### config.mk
export PLATFORM = sky130hd
export DESIGN_NAME = updown_debounce_counter
export DESIGN_NICKNAME = d
export VERILOG_FILES = /design/src/rtl/updown_debounce_counter.sv
export SDC_FILE = /design/constraint.sdc
export NUM_CORES = 1
export LEC_CHECK = 0
export CAP_MARGIN = 5
export CELL_PAD_IN_SITES_DETAIL_PLACEMENT = 1
export CELL_PAD_IN_SITES_GLOBAL_PLACEMENT = 1
export CORE_AREA = 2 2 47 49
export DETAILED_ROUTE_END_ITERATION = 8
export DIE_AREA = 0 0 49 51
export DONT_BUFFER_PORTS = 1
export PLACE_DENSITY = 0.74
export SLEW_MARGIN = 40
export SYNTH_ARGS = -nofsm -noshare
export SYNTH_HDL_FRONTEND = slang
export SYNTH_SLANG_ARGS = --single-unit
### constraint.sdc
create_clock -name clock -period 3.3 [get_ports clock]
set_input_delay 0.33 -clock clock [delete_from_list [all_inputs] [get_ports clock]]
set_output_delay 0.33 -clock clock [all_outputs]
set_load 0.02 [all_outputs]
### src/rtl/updown_debounce_counter.sv
// updown_debounce_counter
//   Debounced up/down push-button counter with wrap or saturate behaviour.
//   Each button is synchronised by two flops, then debounced: the accepted
//   level changes only after DB_CYCLES consecutive disagreeing clocks. A
//   debounced rising edge produces one registered event pulse and moves the
//   count.
//
//   Optional feature macro: AUTOREPEAT_EN. When defined, a held button emits
//   an extra event every REPEAT_CYCLES clocks after its initial press event.
//   When undefined, no repeat logic exists and REPEAT_CYCLES is ignored.
//
// Ports
//   clock       in   system clock, rising edge
//   reset       in   asynchronous active-high reset
//   countup     in   raw increment button (asynchronous, bouncing)
//   countdown   in   raw decrement button (asynchronous, bouncing)
//   count       out  [WIDTH-1:0] current count, registered
//   up_pulse    out  one-cycle strobe per accepted increment event
//   down_pulse  out  one-cycle strobe per accepted decrement event
//   at_max      out  count == MAX_COUNT (combinational)
//   at_min      out  count == 0 (combinational)

// One button channel: synchroniser, debouncer, edge detect, optional repeat.
module updown_debounce_channel #(
   parameter int unsigned DB_CYCLES     = 4,
   parameter int unsigned REPEAT_CYCLES = 16
) (
   input  logic clock,
   input  logic reset,
   input  logic raw,
   output logic event_c
);

   localparam int unsigned DBW = (DB_CYCLES > 1) ? $clog2(DB_CYCLES) : 1;
   localparam logic [DBW-1:0] DB_LAST = DBW'(DB_CYCLES - 1);

   logic           meta;
   logic           sync;
   logic           db;
   logic           db_q;
   logic [DBW-1:0] stab;
   logic           press_c;

   // Synchroniser, stability counter and debounced level.
   always_ff @(posedge clock or posedge reset) begin
      if (reset) begin
         meta <= 1'b0;
         sync <= 1'b0;
         db   <= 1'b0;
         db_q <= 1'b0;
         stab <= '0;
      end else begin
         meta <= raw;
         sync <= meta;
         db_q <= db;
         if (sync != db) begin
            if (stab == DB_LAST) begin
               db   <= sync;
               stab <= '0;
            end else begin
               stab <= stab + DBW'(1);
            end
         end else begin
            // Any agreeing cycle throws away partial progress.
            stab <= '0;
         end
      end
   end

   assign press_c = db & ~db_q;

`ifdef AUTOREPEAT_EN
   localparam int unsigned RW = (REPEAT_CYCLES > 1) ? $clog2(REPEAT_CYCLES) : 1;
   localparam logic [RW-1:0] REP_LAST = RW'(REPEAT_CYCLES - 1);

   logic [RW-1:0] rep;

   // Repeat interval counter; runs only while the level has been high for
   // more than one cycle, so it restarts from zero at each press event.
   always_ff @(posedge clock or posedge reset) begin
      if (reset) begin
         rep <= '0;
      end else if (!(db && db_q)) begin
         rep <= '0;
      end else if (rep == REP_LAST) begin
         rep <= '0;
      end else begin
         rep <= rep + RW'(1);
      end
   end

   assign event_c = press_c | (db & db_q & (rep == REP_LAST));
`else
   assign event_c = press_c;
`endif

endmodule

module updown_debounce_counter #(
   parameter int unsigned WIDTH         = 4,
   parameter int unsigned MAX_COUNT     = 15,
   parameter int unsigned DB_CYCLES     = 4,
   parameter int unsigned WRAP          = 1,
   parameter int unsigned REPEAT_CYCLES = 16
) (
   input  logic             clock,
   input  logic             reset,
   input  logic             countup,
   input  logic             countdown,
   output logic [WIDTH-1:0] count,
   output logic             up_pulse,
   output logic             down_pulse,
   output logic             at_max,
   output logic             at_min
);

   localparam logic [WIDTH-1:0] MAX_VAL = WIDTH'(MAX_COUNT);

   logic             up_ev_c;
   logic             down_ev_c;
   logic [WIDTH-1:0] count_nxt_c;

   updown_debounce_channel #(
      .DB_CYCLES     (DB_CYCLES),
      .REPEAT_CYCLES (REPEAT_CYCLES)
   ) u_up (
      .clock   (clock),
      .reset   (reset),
      .raw     (countup),
      .event_c (up_ev_c)
   );

   updown_debounce_channel #(
      .DB_CYCLES     (DB_CYCLES),
      .REPEAT_CYCLES (REPEAT_CYCLES)
   ) u_down (
      .clock   (clock),
      .reset   (reset),
      .raw     (countdown),
      .event_c (down_ev_c)
   );

   // Next count: simultaneous up and down cancel out.
   always_comb begin
      count_nxt_c = count;
      if (up_ev_c && !down_ev_c) begin
         if (count == MAX_VAL) begin
            count_nxt_c = (WRAP != 0) ? '0 : MAX_VAL;
         end else begin
            count_nxt_c = count + WIDTH'(1);
         end
      end else if (down_ev_c && !up_ev_c) begin
         if (count == '0) begin
            count_nxt_c = (WRAP != 0) ? MAX_VAL : '0;
         end else begin
            count_nxt_c = count - WIDTH'(1);
         end
      end
   end

   // Count and event strobes.
   always_ff @(posedge clock or posedge reset) begin
      if (reset) begin
         count      <= '0;
         up_pulse   <= 1'b0;
         down_pulse <= 1'b0;
      end else begin
         count      <= count_nxt_c;
         up_pulse   <= up_ev_c;
         down_pulse <= down_ev_c;
      end
   end

   assign at_max = (count == MAX_VAL);
   assign at_min = (count == '0);

endmodule
==> flow_metrics.py, run 1 <==
metrics = {
    "status": {
        "status": "completed",
    },
    "detailed_routing": {
        "drt_drc_violations_left": 0,
        "wl_per_cell_um": 13.8,
        "via_count": 486,
        "antenna_left": 0,
        "detailedRoute.firstPassIterationCount": 4,
        "first_iter_violations": 7,
        "via_count_normalized_by_instance_count": 5.17,
        "total_length_of_routed_wires_um": 1300,
    },
    "cells_and_area": {
        "n_antenna_cell": 0,
        "layout_cell_share_with_drive_strength_beyond_1_pct": 10.6,
        "flip_flop_count_of_the_largest_register_all_copies_and_words_added": 4,
        "filler_cell_count_in_the_final_layout": 239,
        "layout.cells.most_common_list": "18 x sky130_fd_sc_hd__dfrtp_1, 6 x sky130_fd_sc_hd__inv_1, 5 x sky130_fd_sc_hd__ha_1",
        "largest-register": "count",
        "regArea_um2": 450,
        "biggestRegsByFlops": "count x4, u_down.stab x2, u_up.stab x2",
        "most_common_cell_after_layout_fill_and_taps_aside": "sky130_fd_sc_hd__dfrtp_1",
        "syn_to_final_growth_pct": 8.90,
        "nNetsFinal": 76,
        "multi_input_area_um2": 279,
    },
    "global_routing": {
        "grt_pass1_vias": 520,
        "grt_first_pass_wirelength_um": 2150,
        "grt_remaining_overflow": 0,
        "gr-usage-all-layers_pct": 11.7,
        "grt_max_degree": 19,
        "grt_antenna_before_repair": 0,
    },
    "timing": {
        "slew_viol_final": 0,
        "worst_pin_slew_ps": 643,
        "rsz0062_at_grt": "no",
        "worst_hold_slack_ps": 0.667,
        "timing_hold_violations_final": 0,
        "fin_worst_skew_ps": 2.13,
        "final.setup.tns_ps": 0,
        "final.min_clock_period_ps": 1850,
        "slew-limit-headroom_pct": 57.1,
        "timing.final.crit_share_pct": 56.1,
        "max_freq_mhz": 540,
        "setup_viol": 0,
    },
    "floorplan": {
        "core-area_um2": 2060,
        "placementRows": 17,
        "die_h_um": 51,
        "io-pin-count": 12,
        "floorplan.die_area_um2": 2500,
        "floorplan.initialDensity_pct": 36.8,
        "die_width_um": 49,
    },
    "critical_path": {
        "cp.arrival_ps": 1520,
        "worst_ep_required_time_ps": 2970,
        "end_kind": "output port",
        "rr_startpoint": "count[0]",
        "r2r_slack_ps": 1710,
        "critical_path.cell_chain": "inv_1, ha_1, and3_1",
        "worstReg2RegEnd": "count[0]",
        "critical_path.startpoint_type": "flop",
        "critical-path-slowest-cell": "sky130_fd_sc_hd__dfrtp_1",
        "crit_fanout": 6,
        "timing_worst_setup_path_type": "flop to output port",
        "cpPeakStageDelay_ps": 520,
        "worst_r2r_path_depth": 5,
    },
    "yosys": {
        "synth_register_bits": 18,
        "leading_post_synthesis_cells_by_cell_area": "sky130_fd_sc_hd__dfrtp_1 59%, sky130_fd_sc_hd__ha_1 8.2%, sky130_fd_sc_hd__inv_1 3.0%, sky130_fd_sc_hd__mux2_2 3.0%, sky130_fd_sc_hd__xnor2_1 2.3%",
        "post_synth_inst_count": 63,
        "fraction_of_post_synthesis_cell_area_in_the_top_cell_type_by_area_pct": 59.3,
        "synth.largest_area_cell": "sky130_fd_sc_hd__dfrtp_1",
        "synth_cell_type_count": 27,
        "synth_seq_area_share_pct": 59.3,
        "synth-warning-count": 0,
        "mean_instance_size_in_the_synthesized_netlist_um2": 12.1,
        "synthesis.area_um2": 759,
        "syn-num-nets": 72,
    },
    "placement": {
        "place_hpwl_um": 973,
        "finalWeightedCongestion": 0.778,
        "numPortBuffers": 0,
    },
    "clock_network": {
        "clkTransAtPathRegs_ps": 100,
        "cts_tree": "done",
        "cts_root_buf": "sky130_fd_sc_hd__clkbuf_4",
        "worst_skew_pair_later_pin_latency_ps": 290,
        "cts-root-to-sink-buffers": 2,
        "cts-resized-gates": 0,
        "post_cts_buffers": 0,
        "hold_fix_buffer_count_after_cts": 0,
        "cts_made_buffers": 3,
        "cts.htree.levels": 1,
        "clock-sinks": 18,
    },
    "power": {
        "power-per-cell-area_nw_per_um2": 1040,
        "fin_total_pwr_mw": 0.861,
        "p_leak_nw": 0.396,
        "vdd_ir_drop_max_v": 0.000377,
    },
    "min_path": {
        "hold_path.class": "input port to asynchronous set/reset pin",
    },
    "run": {
        "drv.max_cap_violation_count": 0,
    },
}
cells in the mapped netlist (all sizes together):
cell type,n
dfrtp,18
inv,7
ha,5
nor2,3
o21ai,3
a211oi,2
a21oi,2
mux2,2
nor2b,2
xnor2,2
xor2,2
a22oi,1
and2,1
and3,1
clkbuf,1
mux2i,1
nand2,1
nand2b,1
nand3,1
nor3,1
nor3b,1
nor4,1
nor4b,1
o21bai,1
o221ai,1
or2,1
cell families (layout without fill, tap and decap cells):
group	after synthesis	after routing	synth area share (%)
adder cells (fa/ha/maj)	5	5	8.24
AO/OA/AOI/OAI	10	10	8.40
flip-flops	18	18	59.3
XOR/XNOR	4	4	4.61
multiplexers	3	3	4.28
AND/OR/NAND/NOR	15	15	11.2
buffers and inverters	8	11	3.95
how the worst max path moves through the flow:
stage / slack, ps / depth (start not counted) / endpoint / startpoint
6_report: 1450 / 3 / at_min / count[0]
3_5_place_dp: 1740 / 5 / count[0] / count[0]
2_1_floorplan: 1860 / 6 / count[3] / u_up.db
4_1_cts: 1440 / 3 / at_min / count[0]
3_3_place_gp: 1810 / 6 / count[3] / count[0]
5_1_grt: 1360 / 3 / at_max / count[1]
per-stage QoR:
step	instances	instance area [µm²]	setup WS, ps	util [%]
2_1_floorplan	63	759	1860	-
3_3_place_gp	90	791	1810	38.3
3_5_place_dp	90	791	1740	38.3
4_1_cts	94	827	1440	40.1
5_1_grt	94	827	1360	40.1
6_report	94	827	1450	40.1
final cells by class:
class	instances	area share, %
sequential	18	54.5
multi-input combinational	37	33.7
clock buffer	4	4.39
tap	28	4.24
inverter	7	3.18
report_power, final:
| group | switching (mW) | internal [mW] |
|---|---|---|
| Sequential | 0.117 | 0.303 |
| Combinational | 0.170 | 0.139 |
| Clock | 0.0651 | 0.0673 |
worst max-delay path, delay by kind of cell (launching register included):
| kind | cells | cell delay (ps) |
|---|---|---|
| and+or+nand+nor | 1 | 310 |
| adders and majority gates | 1 | 210 |
| DFF | 1 | 520 |
| buffers and inverters | 1 | 190 |
per-layer routing:
| layer | wire length [µm] | global-route usage (%) |
|---|---|---|
| met5 | 0 | 0 |
| met4 | 29 | 4.76 |
| met3 | 103 | 6.14 |
| met2 | 633 | 20.8 |
| met1 | 531 | 11.3 |
(Power assumes the default switching activity.)
==> run 2: changes to the inputs <==
PLACE_DENSITY = 0.76   (was 0.74)
clock period = 1.55 ns   (was 3.3 ns; I/O delays follow)
==> run 2 against run 1 <==
  * Total power increased by 120%
  * Final cell count is 7.4% higher
  * Sequential power is 100% higher
  * Register-to-register slack worse by 1600 ps
  * Utilization up 4.1 points
  * Sequential share of layout area decreased by 4.6 points
  * Clock skew increased by 0.57 ps
  * Die area is the same
  * Non-clock buffer count increased by 7
  * Clock-buffer cell count is the same
  * Global-route usage increased by 1.9 points
  * Critical path depth unchanged
==> flow_metrics.py, run 2 (synthesis results as in run 1) <==
metrics = {
    "status": {
        "status": "completed",
    },
    "cells_and_area": {
        "most_common_cell_after_layout_fill_and_taps_aside": "sky130_fd_sc_hd__dfrtp_1",
        "n_antenna_cell": 0,
        "postLayoutCellArea_um2": 911,
        "syn_to_final_growth_pct": 19.9,
        "biggestRegsByFlops": "count x4, u_down.stab x2, u_up.stab x2",
        "nNetsFinal": 83,
        "layout_cell_share_with_drive_strength_beyond_1_pct": 24.7,
        "layout.cells.most_common_list": "15 x sky130_fd_sc_hd__dfrtp_1, 5 x sky130_fd_sc_hd__inv_1, 4 x sky130_fd_sc_hd__buf_4",
        "largest-register": "count",
        "filler_cell_count_in_the_final_layout": 226,
        "flip_flop_count_of_the_largest_register_all_copies_and_words_added": 4,
    },
    "placement": {
        "finalWeightedCongestion": 0.766,
        "place_hpwl_um": 972,
        "cell_area_after_placement_um2": 813,
        "numPortBuffers": 0,
    },
    "floorplan": {
        "floorplan.initialDensity_pct": 36.8,
        "placementRows": 17,
        "floorplan.die_area_um2": 2500,
        "die_width_um": 49,
        "io-pin-count": 12,
        "core-area_um2": 2060,
        "die_h_um": 51,
    },
    "power": {
        "p_leak_nw": 0.421,
        "power-per-cell-area_nw_per_um2": 2120,
        "fin_total_pwr_mw": 1.94,
        "vdd_ir_drop_max_v": 0.000871,
    },
    "timing": {
        "final.setup.tns_ps": 0,
        "timing_hold_violations_final": 0,
        "rsz0062_at_grt": "no",
        "fin_worst_skew_ps": 2.69,
        "worst_pin_slew_ps": 642,
        "slew_viol_final": 0,
        "max_freq_mhz": 690,
        "timing.final.crit_share_pct": 93.5,
        "slew-limit-headroom_pct": 57.2,
        "final.min_clock_period_ps": 1450,
        "setup_viol": 0,
    },
    "clock_network": {
        "cts_made_buffers": 3,
        "cts_root_buf": "sky130_fd_sc_hd__clkbuf_4",
        "cts.htree.levels": 1,
        "worst_skew_pair_later_pin_latency_ps": 290,
        "clock-sinks": 18,
        "clkTransAtPathRegs_ps": 100,
        "cts_tree": "done",
        "cts-root-to-sink-buffers": 2,
    },
    "min_path": {
        "hold_path.class": "flop to flop",
        "worstHoldStart": "u_up.meta",
    },
    "critical_path": {
        "timing_worst_setup_path_type": "flop to output port",
        "worst_ep_required_time_ps": 1390,
        "rr_startpoint": "u_up.db",
        "worstSetupStartpoint": "count[2]",
        "end_kind": "output port",
        "cp.arrival_ps": 1290,
        "critical_path.startpoint_type": "flop",
        "crit_fanout": 5,
    },
    "global_routing": {
        "grt_remaining_overflow": 0,
        "grt_pass1_vias": 559,
        "grt_first_pass_wirelength_um": 2390,
        "gr-usage-all-layers_pct": 13.5,
        "grt_antenna_before_repair": 0,
        "grt_max_degree": 19,
    },
    "detailed_routing": {
        "total_length_of_routed_wires_um": 1320,
        "drt_drc_violations_left": 0,
        "detailedRoute.firstPassIterationCount": 2,
        "via_count_normalized_by_instance_count": 4.94,
        "via_count": 499,
        "first_iter_violations": 2,
        "wl_per_cell_um": 13.1,
        "antenna_left": 0,
    },
    "run": {
        "drv.max_cap_violation_count": 0,
    },
}
[run 2: changes by cell type in the layout (fill, tap and decap cells not counted), moves of 2 or more]
cell / before / now
sky130_fd_sc_hd__buf_4: 0 / 4
sky130_fd_sc_hd__dfrtp_1: 18 / 15
sky130_fd_sc_hd__dfrtp_2: 0 / 3
sky130_fd_sc_hd__dlygate4sd3_1: 0 / 3
sky130_fd_sc_hd__ha_1: 5 / 3
[run 2: worst max-delay path: stages (launching register included)]
cell,delay [ps]
sky130_fd_sc_hd__dfrtp_2,490
sky130_fd_sc_hd__inv_1,170
sky130_fd_sc_hd__and3_4,210
sky130_fd_sc_hd__buf_4,130
[run 2: area by class of cell]
type | count | area, µm² | area share, %
clock buffer | 4 | 36.3 | 3.98
inverter | 7 | 26.3 | 2.88
multi-input combinational | 37 | 299 | 32.8
sequential | 18 | 454 | 49.9
tap | 28 | 35.0 | 3.85
timing repair buffer | 7 | 60.1 | 6.59
[run 2: routing by layer]
| metal | wire, µm | up-vias | GRT usage (%) |
|---|---|---|---|
| met5 | 0 | - | 0 |
| met3 | 70 | 4 | 4.09 |
| li1 | - | 234 | - |
| met1 | 532 | 250 | 13.8 |
| met2 | 685 | 11 | 22.8 |
| met4 | 34 | 0 | 11.4 |
[run 2: what timing repair did]
item                                   in CTS  in global routing
setup buffers                               0                  1
hold buffers                                3                  0
resized for setup                           3                  5
setup endpoints to repair                   1                  3
endpoints found under the hold margin      20                  0
[run 2: path summary, 6_finish.rpt]
kind                                endpoint  slack [ps]  depth (start not counted)
worst max-delay path                  at_min         100                          3
worst max register to register      count[3]         140                          5
max in group asynchronous           count[2]         720                          2
worst min-delay path               u_up.sync         360                          0
worst min register to register     u_up.sync         360                          0
min in group asynchronous       u_up.stab[1]         380                          2
[run 2: metrics by stage]
| step | util [%] | hold slack, ps | setup slack (ps) | cells |
|---|---|---|---|---|
| detailed placement | 39.4 | 177 | 100 | 93 |
| finish | 44.1 | 360 | 101 | 101 |
| floorplan | - | 93.6 | 113 | 63 |
| CTS | 42.8 | 364 | 12.6 | 100 |
| global placement | 39.4 | 166 | 122 | 93 |
| global route | 44.1 | 372 | 19.2 | 101 |
[run 2: report_power, final]
part | switching (mW) | internal, mW
Clock | 0.137 | 0.143
Combinational | 0.418 | 0.381
Sequential | 0.202 | 0.654
Total | 0.757 | 1.18
